`config.mk`:
```
export PLATFORM = sky130hd
export DESIGN_NAME = jam_cost_server_flat
export DESIGN_NICKNAME = d
export VERILOG_FILES = /design/src/rtl/jam_pkg.sv /design/src/rtl/jam_cost_server_if.sv /design/src/rtl/jam_cost_mem.sv /design/src/rtl/jam_cost_server.sv /design/src/flat_wrapper.sv
export SDC_FILE = /design/constraint.sdc
export NUM_CORES = 1
export LEC_CHECK = 0
export CAP_MARGIN = 40
export CELL_PAD_IN_SITES_DETAIL_PLACEMENT = 0
export CELL_PAD_IN_SITES_GLOBAL_PLACEMENT = 2
export CORE_ASPECT_RATIO = 0.75
export CORE_MARGIN = 2
export CORE_UTILIZATION = 45
export DETAILED_ROUTE_END_ITERATION = 8
export HOLD_SLACK_MARGIN = 0.1
export PLACE_DENSITY_LB_ADDON = 0.1
export SLEW_MARGIN = 5
export SYNTH_ARGS = -nofsm -noshare
export SYNTH_HDL_FRONTEND = slang
export SYNTH_HIERARCHICAL = 1
export SYNTH_SLANG_ARGS = --single-unit
```
`constraint.sdc`:
```
create_clock -name CLK -period 3.57 [get_ports CLK]
set_input_delay 0.714 -clock CLK [delete_from_list [all_inputs] [get_ports CLK]]
set_output_delay 0.714 -clock CLK [all_outputs]
set_load 0.02 [all_outputs]
```
`src/rtl/jam_pkg.sv`:
```
// Shared constants, widths and FSM state encoding for the jam cost server.
// Latency: n/a (declarations only).
// Backpressure: n/a.
//
// Imported by the interface, the cost memory and the top module so that all
// widths stay consistent across the slice.
package jam_pkg;

    // Problem geometry: JAM_N workers by JAM_N jobs, flattened row-major.
    localparam int JAM_N     = 8;
    localparam int JAM_DEPTH = JAM_N * JAM_N;
    localparam int IDX_W     = 6;          // log2(JAM_DEPTH)
    localparam int SEL_W     = 3;          // log2(JAM_N), width of W and J

    // Data widths.
    localparam int COST_W = 7;             // single cost entry
    localparam int SUM_W  = 10;            // minimum assignment cost
    localparam int CNT_W  = 4;             // number of optimal matchings

    // Result wait watchdog.
    localparam int                 WAIT_W        = 18;
    localparam logic [WAIT_W-1:0]  TIMEOUT_LIMIT = 18'd262143;

    typedef enum logic [1:0] {
        ST_LOAD  = 2'd0,
        ST_SERVE = 2'd1,
        ST_WAIT  = 2'd2,
        ST_DONE  = 2'd3
    } jam_state_t;

endpackage : jam_pkg

```
`src/rtl/jam_cost_server_if.sv`:
```
// Bundle of the load, solver-read, result and status signals of the server.
// Latency: n/a (wiring only).
// Backpressure: ld_ready is the only flow-control signal; the solver side has none.
//
// slave  : the cost server (consumes loads, serves reads, reports status)
// master : the environment (loads the matrix, acts as solver, observes status)
interface jam_cost_server_if;
    import jam_pkg::*;

    // Matrix load channel.
    logic                ld_valid;
    logic [COST_W-1:0]   ld_data;
    logic                ld_ready;
    logic [SUM_W-1:0]    exp_min_cost;
    logic [CNT_W-1:0]    exp_match;

    // Solver read port.
    logic [SEL_W-1:0]    W;
    logic [SEL_W-1:0]    J;
    logic [COST_W-1:0]   Cost;

    // Solver result.
    logic [SUM_W-1:0]    MinCost;
    logic [CNT_W-1:0]    MatchCount;
    logic                Valid;

    // Status and captured results.
    logic                done;
    logic                pass;
    logic                seq_err;
    logic                timeout;
    logic [SUM_W-1:0]    cap_min_cost;
    logic [CNT_W-1:0]    cap_match;

    modport slave (
        input  ld_valid, ld_data, exp_min_cost, exp_match,
        input  W, J, MinCost, MatchCount, Valid,
        output ld_ready, Cost,
        output done, pass, seq_err, timeout, cap_min_cost, cap_match
    );

    modport master (
        output ld_valid, ld_data, exp_min_cost, exp_match,
        output W, J, MinCost, MatchCount, Valid,
        input  ld_ready, Cost,
        input  done, pass, seq_err, timeout, cap_min_cost, cap_match
    );

endinterface : jam_cost_server_if

```
`src/rtl/jam_cost_mem.sv`:
```
// 64x7 cost register file: one synchronous write port, one asynchronous read port.
// Latency: write visible on the next cycle; read is combinational.
// Backpressure: none; every write strobe is accepted.
//
// Ports:
//   clk_i              write clock
//   we_i/waddr_i/wdata_i  write port
//   raddr_i/rdata_o    asynchronous read port
// Contents are deliberately not reset; the owner reloads all entries after reset.
module jam_cost_mem
    import jam_pkg::*;
(
    input  logic              clk_i,
    input  logic              we_i,
    input  logic [IDX_W-1:0]  waddr_i,
    input  logic [COST_W-1:0] wdata_i,
    input  logic [IDX_W-1:0]  raddr_i,
    output logic [COST_W-1:0] rdata_o
);

    logic [COST_W-1:0] mem_q [JAM_DEPTH];

    always_ff @(posedge clk_i) begin
        if (we_i) begin
            mem_q[waddr_i] <= wdata_i;
        end
    end

    assign rdata_o = mem_q[raddr_i];

endmodule : jam_cost_mem

```
`src/rtl/jam_cost_server.sv`:
```
// Serves a loaded 8x8 cost matrix to a solver, polices its read order and checks its result.
// Latency: Cost is combinational from W/J; status flags update one cycle after the cause.
// Backpressure: ld_ready is high only while loading; solver reads and results are never stalled.
//
// Ports:
//   CLK, RST (async, active-low)
//   bus (slave modport of jam_cost_server_if):
//     load    : ld_valid, ld_data, ld_ready, exp_min_cost, exp_match
//     read    : W, J -> Cost
//     result  : MinCost, MatchCount, Valid
//     status  : done, pass, seq_err, timeout, cap_min_cost, cap_match
// WAIT_LIMIT defaults to the full watchdog value; it is a parameter only so a
// shorter watchdog can be instantiated.
module jam_cost_server
    import jam_pkg::*;
#(
    parameter logic [WAIT_W-1:0] WAIT_LIMIT = TIMEOUT_LIMIT
) (
    input  logic              CLK,
    input  logic              RST,
    jam_cost_server_if.slave  bus
);

    // ------------------------------------------------------------------
    // State
    // ------------------------------------------------------------------
    jam_state_t         state_q,      state_d;
    logic [IDX_W-1:0]   ld_idx_q,     ld_idx_d;
    logic [IDX_W-1:0]   rd_idx_q,     rd_idx_d;
    logic [WAIT_W-1:0]  wait_cnt_q,   wait_cnt_d;
    logic               done_q,       done_d;
    logic               pass_q,       pass_d;
    logic               seq_err_q,    seq_err_d;
    logic               timeout_q,    timeout_d;
    logic [SUM_W-1:0]   cap_min_q,    cap_min_d;
    logic [CNT_W-1:0]   cap_match_q,  cap_match_d;
    logic [SUM_W-1:0]   exp_min_q,    exp_min_d;
    logic [CNT_W-1:0]   exp_match_q,  exp_match_d;

    logic               mem_we;
    logic [COST_W-1:0]  mem_rdata;
    logic [IDX_W-1:0]   rd_addr;
    logic [IDX_W-1:0]   rd_prev;

    // Flattened solver address, row-major (worker-major).
    assign rd_addr = {bus.W, bus.J};
    // Address the solver may legally keep holding after a successful read.
    assign rd_prev = rd_idx_q - IDX_W'(1);

    // ------------------------------------------------------------------
    // Cost memory
    // ------------------------------------------------------------------
    jam_cost_mem u_mem (
        .clk_i   (CLK),
        .we_i    (mem_we),
        .waddr_i (ld_idx_q),
        .wdata_i (bus.ld_data),
        .raddr_i (rd_addr),
        .rdata_o (mem_rdata)
    );

    // ------------------------------------------------------------------
    // State register
    // ------------------------------------------------------------------
    always_ff @(posedge CLK or negedge RST) begin
        if (!RST) begin
            state_q     <= ST_LOAD;
            ld_idx_q    <= '0;
            rd_idx_q    <= '0;
            wait_cnt_q  <= '0;
            done_q      <= 1'b0;
            pass_q      <= 1'b0;
            seq_err_q   <= 1'b0;
            timeout_q   <= 1'b0;
            cap_min_q   <= '0;
            cap_match_q <= '0;
            exp_min_q   <= '0;
            exp_match_q <= '0;
        end else begin
            state_q     <= state_d;
            ld_idx_q    <= ld_idx_d;
            rd_idx_q    <= rd_idx_d;
            wait_cnt_q  <= wait_cnt_d;
            done_q      <= done_d;
            pass_q      <= pass_d;
            seq_err_q   <= seq_err_d;
            timeout_q   <= timeout_d;
            cap_min_q   <= cap_min_d;
            cap_match_q <= cap_match_d;
            exp_min_q   <= exp_min_d;
            exp_match_q <= exp_match_d;
        end
    end

    // ------------------------------------------------------------------
    // Next-state logic
    // ------------------------------------------------------------------
    always_comb begin
        state_d     = state_q;
        ld_idx_d    = ld_idx_q;
        rd_idx_d    = rd_idx_q;
        wait_cnt_d  = wait_cnt_q;
        done_d      = done_q;
        pass_d      = pass_q;
        seq_err_d   = seq_err_q;
        timeout_d   = timeout_q;
        cap_min_d   = cap_min_q;
        cap_match_d = cap_match_q;
        exp_min_d   = exp_min_q;
        exp_match_d = exp_match_q;
        mem_we      = 1'b0;

        unique case (state_q)
            ST_LOAD: begin
                if (bus.Valid) begin
                    // A result before the matrix is even loaded is a protocol
                    // violation; abort with the capture registers untouched.
                    seq_err_d = 1'b1;
                    done_d    = 1'b1;
                    state_d   = ST_DONE;
                end else if (bus.ld_valid) begin
                    mem_we   = 1'b1;
                    ld_idx_d = ld_idx_q + IDX_W'(1);
                    if (ld_idx_q == IDX_W'(JAM_DEPTH - 1)) begin
                        exp_min_d   = bus.exp_min_cost;
                        exp_match_d = bus.exp_match;
                        ld_idx_d    = '0;
                        state_d     = ST_SERVE;
                    end
                end
            end

            ST_SERVE: begin
                if (bus.Valid) begin
                    seq_err_d = 1'b1;
                    done_d    = 1'b1;
                    state_d   = ST_DONE;
                end else if (rd_addr == rd_idx_q) begin
                    // Expected next address: advance. Wrapping back to 0 after
                    // the last entry leaves rd_idx clean for the next run.
                    rd_idx_d = rd_idx_q + IDX_W'(1);
                    if (rd_idx_q == IDX_W'(JAM_DEPTH - 1)) begin
                        wait_cnt_d = '0;
                        state_d    = ST_WAIT;
                    end
                end else if ((rd_idx_q != '0) && (rd_addr == rd_prev)) begin
                    // Solver still presenting the address it just read.
                end else begin
                    // Out-of-order read: flag it but keep tracking from the
                    // same point so a recovering solver can still finish.
                    seq_err_d = 1'b1;
                end
            end

            ST_WAIT: begin
                wait_cnt_d = wait_cnt_q + WAIT_W'(1);
                // Valid is checked first so a result on the last allowed
                // cycle is still accepted.
                if (bus.Valid) begin
                    cap_min_d   = bus.MinCost;
                    cap_match_d = bus.MatchCount;
                    pass_d      = (bus.MinCost == exp_min_q)
                               && (bus.MatchCount == exp_match_q)
                               && !seq_err_q
                               && !timeout_q;
                    done_d      = 1'b1;
                    state_d     = ST_DONE;
                end else if (wait_cnt_q == WAIT_LIMIT) begin
                    timeout_d = 1'b1;
                    done_d    = 1'b1;
                    state_d   = ST_DONE;
                end
            end

            ST_DONE: begin
                // Absorbing until reset; every input is ignored.
            end

            default: begin
                state_d = ST_LOAD;
            end
        endcase
    end

    // ------------------------------------------------------------------
    // Outputs
    // ------------------------------------------------------------------
    assign bus.ld_ready     = (state_q == ST_LOAD);
    // Memory contents are stale or partial while loading, so reads return 0.
    assign bus.Cost         = (state_q == ST_LOAD) ? '0 : mem_rdata;
    assign bus.done         = done_q;
    assign bus.pass         = pass_q;
    assign bus.seq_err      = seq_err_q;
    assign bus.timeout      = timeout_q;
    assign bus.cap_min_cost = cap_min_q;
    assign bus.cap_match    = cap_match_q;

endmodule : jam_cost_server
```
`src/flat_wrapper.sv`:
```
// flat-port wrapper written by rule: the top's interface ports become plain ports
module jam_cost_server_flat import jam_pkg::*;
#(
    parameter logic [WAIT_W-1:0] WAIT_LIMIT = TIMEOUT_LIMIT
)
  (CLK, RST, bus_ld_valid, bus_ld_data, bus_exp_min_cost, bus_exp_match, bus_W, bus_J, bus_MinCost, bus_MatchCount, bus_Valid, bus_ld_ready, bus_Cost, bus_done, bus_pass, bus_seq_err, bus_timeout, bus_cap_min_cost, bus_cap_match);
  jam_cost_server_if bus_i ();
  input  logic CLK;
  input  logic RST;
  input wire logic [$bits(bus_i.ld_valid)-1:0] bus_ld_valid;
  input wire logic [$bits(bus_i.ld_data)-1:0] bus_ld_data;
  input wire logic [$bits(bus_i.exp_min_cost)-1:0] bus_exp_min_cost;
  input wire logic [$bits(bus_i.exp_match)-1:0] bus_exp_match;
  input wire logic [$bits(bus_i.W)-1:0] bus_W;
  input wire logic [$bits(bus_i.J)-1:0] bus_J;
  input wire logic [$bits(bus_i.MinCost)-1:0] bus_MinCost;
  input wire logic [$bits(bus_i.MatchCount)-1:0] bus_MatchCount;
  input wire logic [$bits(bus_i.Valid)-1:0] bus_Valid;
  output wire logic [$bits(bus_i.ld_ready)-1:0] bus_ld_ready;
  output wire logic [$bits(bus_i.Cost)-1:0] bus_Cost;
  output wire logic [$bits(bus_i.done)-1:0] bus_done;
  output wire logic [$bits(bus_i.pass)-1:0] bus_pass;
  output wire logic [$bits(bus_i.seq_err)-1:0] bus_seq_err;
  output wire logic [$bits(bus_i.timeout)-1:0] bus_timeout;
  output wire logic [$bits(bus_i.cap_min_cost)-1:0] bus_cap_min_cost;
  output wire logic [$bits(bus_i.cap_match)-1:0] bus_cap_match;
  assign bus_i.ld_valid = bus_ld_valid;
  assign bus_i.ld_data = bus_ld_data;
  assign bus_i.exp_min_cost = bus_exp_min_cost;
  assign bus_i.exp_match = bus_exp_match;
  assign bus_i.W = bus_W;
  assign bus_i.J = bus_J;
  assign bus_i.MinCost = bus_MinCost;
  assign bus_i.MatchCount = bus_MatchCount;
  assign bus_i.Valid = bus_Valid;
  assign bus_ld_ready = bus_i.ld_ready;
  assign bus_Cost = bus_i.Cost;
  assign bus_done = bus_i.done;
  assign bus_pass = bus_i.pass;
  assign bus_seq_err = bus_i.seq_err;
  assign bus_timeout = bus_i.timeout;
  assign bus_cap_min_cost = bus_i.cap_min_cost;
  assign bus_cap_match = bus_i.cap_match;
  jam_cost_server #(.WAIT_LIMIT(WAIT_LIMIT)) u_core (.CLK(CLK), .RST(RST), .bus(bus_i));
endmodule
```
## After elaboration in Yosys (flattened, before gate mapping)

Memories as Yosys holds them, arrays and structs flattened.
Cells that the tools add are included.

- $add $sub $neg: 4
- Eq/ne operators: 21
- Mux-type cells: 28
- Bitwise operators: 1
- Reductions and logical operators: 22

Operators with widths:

| cell | count |
|---|---|
| 18-bit two-way mux | 3 |
| 18-bit case mux with 2 select lines | 1 |
| 18-bit by 1-bit adder with 18-bit output (second input constant) | 1 |
| 18-bit == test (second input constant) | 1 |
| 2-bit two-way mux | 8 |
| 6-bit by 1-bit adder with 6-bit output (second input constant) | 2 |
| 6-bit == test | 2 |
| 6-bit == test (second input constant) | 2 |
| 3-bit by 2-bit != test with 1-bit output (second input constant) | 4 |
| 3-bit AND reduction | 4 |
| 4-bit AND reduction | 3 |
| 1-bit two-way mux | 11 |
| 10-bit == test | 1 |
| 3-bit != test (second input constant) | 3 |
| 7-bit two-way mux | 1 |
| 6-bit two-way mux | 1 |
| 2-bit by 1-bit != test with 1-bit output (second input constant) | 3 |
| 2-bit case mux with 3 select lines | 1 |
| 6-bit AND reduction | 1 |
| 2-bit nonzero test | 3 |
| 6-bit nonzero test | 1 |
| 6-bit by 1-bit subtractor with 6-bit output (second input constant) | 1 |
| 4-bit == test | 1 |
| 1-bit logical AND | 4 |
| other kinds (10) | 13 |

- Flip-flop bits (word level): 64
- Memory bits (writable): 448
- Input port bits: 45
- Memories: 1

Memory list:

| name | depth | width | read ports | clocked after memory_dff | write ports | line | RTL |
|---|---|---|---|---|---|---|---|
| u_core.u_mem.mem_q | 64 | 7 | 1 | 0 | 1 | jam_cost_mem.sv:21 | `logic [COST_W-1:0] mem_q [JAM_DEPTH];` |

## Logic depth before layout (Yosys ltp)

Gate-level depths: netlist of run 1.

- Depth after elaboration: 7
- Gate-level depth with buffers: 9
- Gate-level depth less buffers: 7

## Cells and area by module

Netlist of run 1, hierarchy kept.

Modules (own cells, without submodules):

| module | times used | cells an instance | area each (um^2) |
|---|---|---|---|
| jam_cost_mem | 1 | 820 | 17495.5 |
| jam_cost_server | 1 | 322 | 3412.0 |

## Worst setup path after synthesis of run 1

Ideal clock, no wire load.

- Path kind: input to output
- Start point: in bus_J[2]
- End point: out bus_Cost[1]
- Arrival time: 2.288 ns
- Data required time: 2.856 ns
- Slack: 0.568 ns
- Stages on the path: 8
- Path buffers: 4
- Path through: buf_2 > buf_4 > clkbuf_1 > clkbuf_1 > o221ai_1 > o21ai_1 > a22o_1 > nor2b_1

- Word-level cells in the longest chain between the ends: 2

RTL lines:

| item | line | RTL |
|---|---|---|
| start, declared | flat_wrapper.sv:15 | `input wire logic [$bits(bus_i.J)-1:0] bus_J;` |
| memory read 64 x 7 bit | - |  |
| via u_core.mem_rdata[1] | jam_cost_server.sv:41 | `logic [COST_W-1:0] mem_rdata;` |
| 7-bit two-way mux | jam_cost_server.sv:190 | `assign bus.Cost = (state_q == ST_LOAD) ? '0 : mem_rdata;` |
| end, declared | flat_wrapper.sv:20 | `output wire logic [$bits(bus_i.Cost)-1:0] bus_Cost;` |

The timed path passes the listed nets, and every way through them passes these cells.

## Final worst setup path of run 1

- Start point: in bus_W[1]
- End point: out bus_Cost[0]

- Word-level cells in the longest chain between the ends: 2

RTL lines:

| item | line | RTL |
|---|---|---|
| start, declared | flat_wrapper.sv:14 | `input wire logic [$bits(bus_i.W)-1:0] bus_W;` |
| memory read 64 x 7 bit | - |  |
| via u_core.mem_rdata[0] | jam_cost_server.sv:41 |  |
| 7-bit two-way mux | jam_cost_server.sv:190 |  |

The timed path passes the listed nets, and every way through them passes these cells.

==> reports/qor.csv, run 1 <==
stage,metric,value,unit
yosys,Post-synth EDFFs,448,
final_layout,area grow syn2layout,21.1,%
final_layout,fin nets,1428,
clocking,CTS tree,built,
sta,Slew @ Worst Pin,0.777,ns
floorplan,die area,48200,µm²
yosys,Syn Std Cell Area,20900,µm²
critical_path,crit path max fanout,12,
sta,# setup viols final,0,
grt,Overflow after GRT,0,
sta,Final Critical Period,3.55,ns
yosys,dominant synthesized flop cell,edfxtp_1,
critical_path,worst path arrival time,2.84,ns
critical_path,crit start category,input port,
yosys,post-synthesis mux area share,14.6,%
route,DRT iter0 DRCs,1096,
critical_path,Setup CP Type,in -> out,
yosys,top-count cell post-synth,edfxtp_1,
sta,clock skew,0.0265,ns
clocking,clock-pin slew on the worst setup and hold paths,0.06,ns
run,maximum capacitance violations,0,
yosys,xor and xnor fraction of the mapped netlist area,1.30,%
yosys,largest family of logic cells by synthesized area,multiplexers,
critical_path,Worst R2R Setup Slack,0.79,ns
critical_path,worst reg2reg endpoint,u_core/u_mem/mem_q[25][4]$_DFFE_PP_,
yosys,Synth area leaders,"edfxtp_1 (64%), mux4_2 (12%), dfrtp_1 (7.7%)",
yosys,Post-Synth Adder-Cell Area,0.539,%
yosys,Post-Synth Simple-Gate Area,6.03,%
clocking,CTS Hold Bufs,0,
floorplan,die width,253,µm
critical_path,Critical Path End Type,output port,
yosys,asr flop ratio synth,12.5,%
sta,RSZ-0062 raised after global routing,true,
grt,initial antenna violation count,0,
clocking,TritonCTS Buffers,51,
grt,largest net degree at the start of global routing,65,
pwr,Tot Pwr,13.5,mW
status,status,"finished, final reports clean",
floorplan,core area,45900,µm²
yosys,post-synth top area share,64.3,%
placed_design,port bufs,70,
route,DRC,0,
yosys,Synth top cells by count,"edfxtp_1 (448), mux4_2 (112), nor2_1 (92)",
sta,WHS,0.142,ns
pwr,pwr/cell area,534,nW/µm²
yosys,Synth Area in Compound Gates,3.75,%
yosys,yosys warns,6,
grt,gr usage total,22.2,%
critical_path,CP required,2.86,ns
floorplan,initial core utilization,45.5,%
yosys,Synth Instances,1142,
critical_path,R2R depth,8,
grt,number of global-route vias before repair,11530,
yosys,post-synthesis sequential area ratio,72.0,%
sta,Final Cycle Share,99.4,%
floorplan,io pins,71,
clocking,Clock Latency Late Sink,0.61,ns
route,vias,11517,
sta,setup_tns,0,ns
critical_path,Worst R2R Start,u_core/state_q[1]$_DFFE_PN0P_,
yosys,post-synth cell types,58,
yosys,Avg Synthesized Cell Area,18.3,µm²
route,total wire length,52100,µm
floorplan,row count,68,
clocking,TritonCTS Sinks,512,
yosys,syn_nets,1196,
route,Avg WL per Cell,25.9,µm
pwr,VDD IR-drop max,0.423,mV
floorplan,die height,191,µm
clocking,clock root buffer,clkbuf_16,
grt,first-pass GRT wire length,76800,µm
yosys,Yosys top cell by area,edfxtp_1,
min_path,min-delay worst type,in -> async,
route,vias per cell,5.74,
sta,Slew HR,48.2,%
final_layout,Ant. Diodes,0,
pwr,Leak,8.62,nW
sta,Max Slew Vio Count,0,
placed_design,Inst Count DP,1915,
sta,fmax,282,MHz
final_layout,Finished Layout Cells,2008,
yosys,Synth Register Bits,512,
clocking,Longest Clk Path Bufs,3,
route,DR pass1 iterations,5,
route,Antenna Nets Post-Route,0,
clocking,H-tree levels,2,
placed_design,GPL Wtd Cong,0.842,
sta,Fin. Hold Viols,0,
placed_design,DP Wirelength,34600,µm
final_layout,layout cells sized above 1,30.6,%
==> per-layer routing <==
layer | global-route usage [%] | vias up | wire, µm
li1 | - | 5084 | -
met4 | 6.69 | 0 | 1280
met2 | 32.4 | 319 | 23100
met1 | 33.9 | 6026 | 24600
met3 | 4.05 | 88 | 3030
met5 | 0 | - | 0
==> state kept, by name, summed over array words and instances, names as in the netlist <==
register and cells:
u_core/bus.cap_match 4, u_core/bus.cap_min_cost 10, u_core/bus.done 1, u_core/bus.pass 1, u_core/bus.seq_err 1, u_core/bus.timeout 1
u_core/exp_match_q 4, u_core/exp_min_q 10, u_core/ld_idx_q 6, u_core/rd_idx_q 6, u_core/state_q 2, u_core/u_mem/mem_q 448
u_core/wait_cnt_q 18
==> critical path, cell delays in order <==
cell             delay (ns)
clkdlybuf4s50_1        0.40
buf_4                  0.15
buf_4                  0.18
and3b_2                0.26
a22oi_2                0.27
a41oi_2                0.18
a41o_1                 0.27
nor2b_1                0.15
clkdlybuf4s15_2        0.26
==> layout by cell type, fill, tap and decap left out, types with 17 or more instances in the layout <==
cell	netlist	routed
a21oi_1	25	24
nand3_1	22	21
buf_12	0	18
clkbuf_16	0	51
clkdlybuf4s50_1	0	52
nor2_1	92	91
mux2_2	31	31
mux4_2	112	112
edfxtp_1	448	448
dfrtp_1	64	64
buf_4	6	141
o21ai_0	18	17
nand2_1	27	27
xor2_1	17	17
==> through the flow <==
| step | cell area [µm²] | util [%] | setup WS [ns] |
|---|---|---|---|
| 2_1_floorplan | 20900 | - | 0.568 |
| 4_1_cts | 25200 | 54.9 | -0.0233 |
| 6_report | 25300 | 55.1 | 0.0206 |
| 3_3_place_gp | 23400 | 51.0 | -0.420 |
| 5_1_grt | 25300 | 55.1 | -0.0203 |
| 3_5_place_dp | 23500 | 51.1 | -0.420 |
==> how the worst max path moves through the flow <==
stage / slack (ns) / to / startpoint / cells after the start
6_report: 0.02 / bus_Cost[0] / bus_W[1] / 9
5_1_grt: -0.02 / bus_Cost[3] / bus_W[0] / 9
4_1_cts: -0.02 / bus_Cost[2] / bus_W[1] / 10
3_5_place_dp: -0.42 / bus_Cost[5] / bus_W[0] / 9
3_3_place_gp: -0.42 / bus_Cost[5] / bus_W[0] / 9
2_1_floorplan: 0.57 / bus_Cost[1] / bus_J[2] / 8
==> cells by family after synthesis <==
family	after synthesis
AO/OA/AOI/OAI	118
XOR/XNOR	31
adder cells (fa/ha/maj)	9
buffers and inverters	70
flip-flops	512
multiplexers	161
AND/OR/NAND/NOR	241
==> report_power, final <==
part | switching [mW] | total (mW) | internal [mW] | leakage [nW]
clock | 2.25 | 5.32 | 3.07 | 0.772
combinational | 0.794 | 1.47 | 0.678 | 2.99
sequential | 0.104 | 6.74 | 6.63 | 4.86
==> what timing repair did <==
item	4_1_cts	5_1_grt
pin swaps	3	4
endpoints found under the setup margin	7	7
gates cloned	1	0
gates resized for setup	40	26
buffers inserted	0	0
==> layout make-up <==
type                    instances  area (µm²)
repair buffers                235        2190
flip-flops and latches        512       15100
clock inverters                27         310
clock buffers                  65        1330
well taps                     595         744
fillers                      3651       20600
multi-input cells             560        5640
inverters                      14        52.6
No activity file was read; power rests on OpenSTA's default activity.
==> run 2: changes to the inputs <==
--- a/config.mk
+++ b/config.mk
@@ -6,15 +6,13 @@
 export NUM_CORES = 1
 export LEC_CHECK = 0
 export CAP_MARGIN = 40
-export CELL_PAD_IN_SITES_DETAIL_PLACEMENT = 0
-export CELL_PAD_IN_SITES_GLOBAL_PLACEMENT = 2
 export CORE_ASPECT_RATIO = 0.75
 export CORE_MARGIN = 2
 export CORE_UTILIZATION = 45
+export CTS_CLUSTER_SIZE = 25
 export DETAILED_ROUTE_END_ITERATION = 8
 export HOLD_SLACK_MARGIN = 0.1
-export PLACE_DENSITY_LB_ADDON = 0.1
-export SLEW_MARGIN = 5
+export SLEW_MARGIN = 15
 export SYNTH_ARGS = -nofsm -noshare
 export SYNTH_HDL_FRONTEND = slang
 export SYNTH_HIERARCHICAL = 1
==> reports/qor.csv, run 2 (synthesized netlist as in run 1, its figures left out) <==
stage,metric,value,unit
placed_design,Inst Count DP,1919,
clocking,H-tree levels,2,
sta,Slew HR,50.3,%
critical_path,crit start category,input port,
route,vias,11591,
route,Avg WL per Cell,24.7,µm
sta,clock skew,0.0324,ns
final_layout,Ant. Diodes,0,
route,DR pass1 iterations,5,
grt,number of global-route vias before repair,11518,
critical_path,CP required,2.86,ns
critical_path,Worst R2R Setup Slack,0.95,ns
critical_path,Critical Path End Type,output port,
sta,# setup viols final,0,
floorplan,die width,253,µm
final_layout,Finished Layout Cells,2016,
placed_design,GPL Wtd Cong,0.848,
clocking,CTS tree,built,
sta,Final Critical Period,3.47,ns
pwr,Combinational Power Share,10.9,%
sta,Max Slew Vio Count,0,
clocking,TritonCTS Buffers,50,
pwr,Psw,3.07,mW
sta,Slew @ Worst Pin,0.746,ns
clocking,clock root buffer,clkbuf_16,
sta,fmax,288,MHz
clocking,TritonCTS Sinks,512,
pwr,switching fraction of total power,23.2,%
grt,first-pass GRT wire length,74700,µm
placed_design,port bufs,70,
pwr,VDD IR-drop max,0.308,mV
floorplan,die area,48200,µm²
route,DRT iter0 DRCs,1023,
sta,Fin. Hold Viols,0,
route,DRC,0,
grt,Overflow after GRT,0,
final_layout,most frequent cells in the layout,"edfxtp_1 (448), buf_4 (155), mux4_2 (112)",
floorplan,initial core utilization,45.5,%
clocking,clock-pin slew on the worst setup and hold paths,0.06,ns
grt,largest net degree at the start of global routing,42,
route,total wire length,49700,µm
grt,gr usage total,21.2,%
sta,Final Cycle Share,97.2,%
pwr,Tot Pwr,13.2,mW
pwr,clock share of power,38.2,%
floorplan,core area,45900,µm²
route,vias per cell,5.75,
pwr,internal power,10.1,mW
critical_path,Worst R2R Start,u_core/state_q[1]$_DFFE_PN0P_,
floorplan,io pins,71,
final_layout,fill count,3572,
final_layout,layout cells sized above 1,30.0,%
critical_path,Setup CP Type,in -> out,
pwr,pwr/cell area,524,nW/µm²
sta,RSZ-0062 raised after global routing,false,
min_path,min-delay worst type,reg -> reg,
final_layout,fin nets,1437,
final_layout,Post-Layout Inst Area,25200,µm²
clocking,Clock Latency Late Sink,0.60,ns
floorplan,row count,68,
final_layout,area grow syn2layout,20.6,%
pwr,register share of total power,51.0,%
min_path,hold path startpoint,u_core/bus.pass$_DFFE_PN0P_,
final_layout,Top Registers,"u_core/u_mem/mem_q (448), u_core/wait_cnt_q (18)",
pwr,Leak,8.61,nW
clocking,Longest Clk Path Bufs,3,
placed_design,dpl cell area,23500,µm²
critical_path,worst path arrival time,2.76,ns
status,status,"finished, final reports clean",
critical_path,crit path max fanout,10,
critical_path,CP Launch Point,bus_J[0],
grt,initial antenna violation count,0,
run,maximum capacitance violations,0,
route,Antenna Nets Post-Route,0,
final_layout,"Most flops, register",u_core/u_mem/mem_q,
placed_design,DP Wirelength,34000,µm
floorplan,die height,191,µm
final_layout,"most common cell after layout, fill and taps aside",edfxtp_1,
final_layout,flip-flop count of the largest register after layout,448,
run 2: cell types whose count changed in the layout (fill, tap and decap cells not counted), sizes merged, moves of 2 or more:
| cell | previous run | this run |
|---|---|---|
| clkinv | 15 | 25 |
| clkdlybuf4s15 | 4 | 2 |
| buf | 176 | 184 |
| bufinv | 6 | 4 |
| clkbuf | 67 | 63 |
| clkinvlp | 6 | 3 |
run 2: what timing repair did:
| action | CTS | global route |
|---|---|---|
| setup endpoints to repair | 7 | 7 |
| setup buffers | 0 | 5 |
| hold buffers | 1 | 0 |
| cloned | 1 | 0 |
| resized for setup | 28 | 17 |
| hold endpoints to repair | 13 | 0 |
run 2: worst max-delay path, stage by stage:
cell	delay [ns]
buf_6	0.13
buf_12	0.16
buf_4	0.13
buf_4	0.18
mux4_2	0.52
mux2i_1	0.24
a21oi_1	0.13
a32o_1	0.21
nor2b_1	0.15
clkbuf_2	0.16
run 2: final cells by class:
type	count	area [µm²]	share of cell area, %
tap	595	744	2.95
inverter	14	52.6	0.208
clock inverter	32	262	1.04
clock buffer	58	1280	5.08
timing repair buffer	245	2200	8.75
sequential	512	15100	59.7
multi-input combinational	560	5610	22.2
run 2: path summary, 6_finish.rpt:
check,to,cells after the start
worst max-delay path,bus_Cost[5],10
worst min-delay path,u_core/bus.pass$_DFFE_PN0P_,2
worst max register to register,u_core/u_mem/mem_q[46][5]$_DFFE_PP_,8
worst min register to register,u_core/bus.pass$_DFFE_PN0P_,2
max in group asynchronous,u_core/wait_cnt_q[6]$_DFFE_PN0P_,4
min in group asynchronous,u_core/bus.cap_min_cost[7]$_DFFE_PN0P_,2
run 2: routing by layer:
layer,up-vias,track usage [%],part of all wire [%]
met1,6021,33.6,47
met5,-,0,0
met3,66,3.32,6.9
li1,5099,-,-
met2,405,30.3,44
met4,0,5.71,1.9
run 2: power by group through the flow:
stage	Combinational, mW	Clock (mW)	Sequential (mW)
detailed placement	1.43	0	6.86
global placement	1.41	0	6.85
CTS	1.44	5.15	6.74
finish	1.44	5.04	6.74
floorplan	0.688	0	6.93
global route	1.54	5.37	6.76
run 2: stage by stage:
step	util, %	hold WS [ns]	TNS (ns)	setup WS [ns]
6_report	54.9	0.507	0	0.100
5_1_grt	54.9	0.529	0	0.0176
4_1_cts	54.7	0.507	0	0.0117
3_5_place_dp	51.1	0.493	-2.40	-0.380
3_3_place_gp	51.0	0.467	-2.42	-0.442
2_1_floorplan	-	0.418	0	0.568
==> run 3: changes to the inputs <==
--- a/config.mk
+++ b/config.mk
@@ -12,6 +12,7 @@
 export CTS_CLUSTER_SIZE = 25
 export DETAILED_ROUTE_END_ITERATION = 8
 export HOLD_SLACK_MARGIN = 0.1
+export RECOVER_POWER = 50
 export SLEW_MARGIN = 15
 export SYNTH_ARGS = -nofsm -noshare
 export SYNTH_HDL_FRONTEND = slang
==> reports/qor.csv, run 3 (synthesized netlist as in run 1, its figures left out) <==
stage,metric,value,unit
status,status,"finished, violations left",
status,violated checks,"capacitance limit, slew limit",
clocking,Longest Clk Path Bufs,3,
sta,clock skew,0.0287,ns
critical_path,worst path arrival time,2.75,ns
final_layout,Ant. Diodes,0,
floorplan,die height,191,µm
floorplan,core area,45900,µm²
placed_design,DP Worst Slack,-0.380,ns
grt,largest net degree at the start of global routing,42,
sta,Final WS setup,0.108,ns
critical_path,Setup CP Type,in -> out,
floorplan,io pins,71,
pwr,register share of total power,51.1,%
final_layout,fin nets,1437,
pwr,pwr/cell area,526,nW/µm²
final_layout,final core utilization,54.6,%
min_path,min-delay worst type,reg -> reg,
sta,fmax,289,MHz
route,Avg WL per Cell,24.7,µm
pwr,internal power,10.1,mW
run,maximum capacitance violations,9,
critical_path,crit path max fanout,10,
pwr,Combinational Power Share,10.8,%
pwr,Leak,8.53,nW
sta,Slew @ Worst Pin,2.04,ns
critical_path,CP required,2.86,ns
sta,Fin. Hold Viols,0,
final_layout,most frequent cells in the layout,"edfxtp_1 (448), buf_4 (143), mux4_2 (112)",
route,vias,11554,
clocking,clock root buffer,clkbuf_16,
critical_path,crit start category,input port,
clocking,H-tree levels,2,
critical_path,Critical Path End Type,output port,
grt,initial antenna violation count,0,
clocking,CTS tree,built,
clocking,clock-pin slew on the worst setup and hold paths,0.06,ns
route,DR pass1 iterations,5,
final_layout,Top Registers,"u_core/u_mem/mem_q (448), u_core/wait_cnt_q (18)",
sta,Max Slew Vio Count,282,
sta,Slew HR,-36.2,%
placed_design,port bufs,70,
sta,Final Critical Period,3.46,ns
final_layout,layout cells sized above 1,28.5,%
placed_design,GPL Wtd Cong,0.848,
route,total wire length,49800,µm
route,Antenna Nets Post-Route,0,
grt,number of global-route vias before repair,11518,
pwr,switching fraction of total power,23.3,%
final_layout,flip-flop count of the largest register after layout,448,
placed_design,DP Wirelength,34000,µm
grt,Overflow after GRT,0,
clocking,TritonCTS Buffers,50,
pwr,clock share of power,38.2,%
pwr,Psw,3.07,mW
grt,first-pass GRT wire length,74700,µm
final_layout,"most common cell after layout, fill and taps aside",edfxtp_1,
clocking,TritonCTS Sinks,512,
route,DRC,0,
sta,# setup viols final,0,
clocking,Clock Latency Late Sink,0.60,ns
grt,gr usage total,21.2,%
final_layout,"Most flops, register",u_core/u_mem/mem_q,
floorplan,die width,253,µm
sta,Final Cycle Share,97.0,%
floorplan,initial core utilization,45.5,%
pwr,VDD IR-drop max,0.307,mV
route,vias per cell,5.73,
sta,RSZ-0062 raised after global routing,false,
floorplan,row count,68,
final_layout,area grow syn2layout,20.1,%
route,DRT iter0 DRCs,944,
floorplan,die area,48200,µm²
-- run 3: path summary, 6_finish.rpt --
path / cells past startpoint / slack, ns / from / endpoint
max: 10 / 0.11 / bus_J[0] / bus_Cost[3]
min: 2 / 0.51 / u_core/bus.pass$_DFFE_PN0P_ / u_core/bus.pass$_DFFE_PN0P_
max reg2reg: 8 / 0.94 / u_core/state_q[1]$_DFFE_PN0P_ / u_core/u_mem/mem_q[46][5]$_DFFE_PP_
min reg2reg: 2 / 0.51 / u_core/bus.pass$_DFFE_PN0P_ / u_core/bus.pass$_DFFE_PN0P_
max in group asynchronous: 4 / 0.62 / RST / u_core/wait_cnt_q[6]$_DFFE_PN0P_
min in group asynchronous: 2 / 0.71 / RST / u_core/bus.cap_min_cost[7]$_DFFE_PN0P_
-- run 3: power groups by stage --
stage | Combinational [mW] | Sequential, mW | Clock [mW]
final | 1.42 | 6.74 | 5.04
after global routing | 1.53 | 6.76 | 5.37
after CTS | 1.44 | 6.74 | 5.15
after detailed placement | 1.43 | 6.86 | 0
after global placement | 1.41 | 6.85 | 0
after floorplan | 0.688 | 6.93 | 0
-- run 3: layout make-up --
class	instances	area [µm²]
fillers	3589	20800
multi-input cells	560	5610
inverters	14	52.6
clock buffers	58	1280
flip-flops and latches	512	15100
repair buffers	245	2100
clock inverters	32	262
well taps	595	744
-- run 3: what timing repair did --
| action | in CTS | in global routing |
|---|---|---|
| endpoints found under the hold margin | 13 | 0 |
| gates cloned | 1 | 0 |
| setup buffers | 0 | 5 |
| endpoints found under the setup margin | 7 | 7 |
| resized for setup | 28 | 17 |
| hold buffers | 1 | 0 |
-- run 3: stage by stage --
| step | setup TNS [ns] | instance area [µm²] | cells | total power [mW] | hold slack [ns] |
|---|---|---|---|---|---|
| 2_1_floorplan | 0 | 20900 | 1142 | 7.62 | 0.418 |
| 3_3_place_gp | -2.42 | 23400 | 1916 | 8.26 | 0.467 |
| 3_5_place_dp | -2.40 | 23500 | 1919 | 8.29 | 0.493 |
| 4_1_cts | 0 | 25200 | 2011 | 13.3 | 0.507 |
| 5_1_grt | 0 | 25100 | 2016 | 13.7 | 0.529 |
| 6_report | 0 | 25100 | 2016 | 13.2 | 0.507 |
-- run 3: per-layer routing --
| metal | wire, µm | track usage, % | vias up | part of all wire [%] |
|---|---|---|---|---|
| li1 | - | - | 5096 | - |
| met1 | 23900 | 33.6 | 6031 | 48 |
| met2 | 22000 | 30.3 | 362 | 44 |
| met3 | 3000 | 3.32 | 65 | 6.0 |
| met4 | 922 | 5.71 | 0 | 1.9 |
| met5 | 0 | 0 | - | 0 |
-- run 3: worst max-delay path: stages --
cell and delay, ns:
buf_6 0.13, buf_12 0.16, buf_12 0.14, mux4_2 0.53, mux2i_4 0.20, a21oi_1 0.10
buf_4 0.15, a22o_1 0.16, nor2b_1 0.14, clkdlybuf4s15_1 0.29
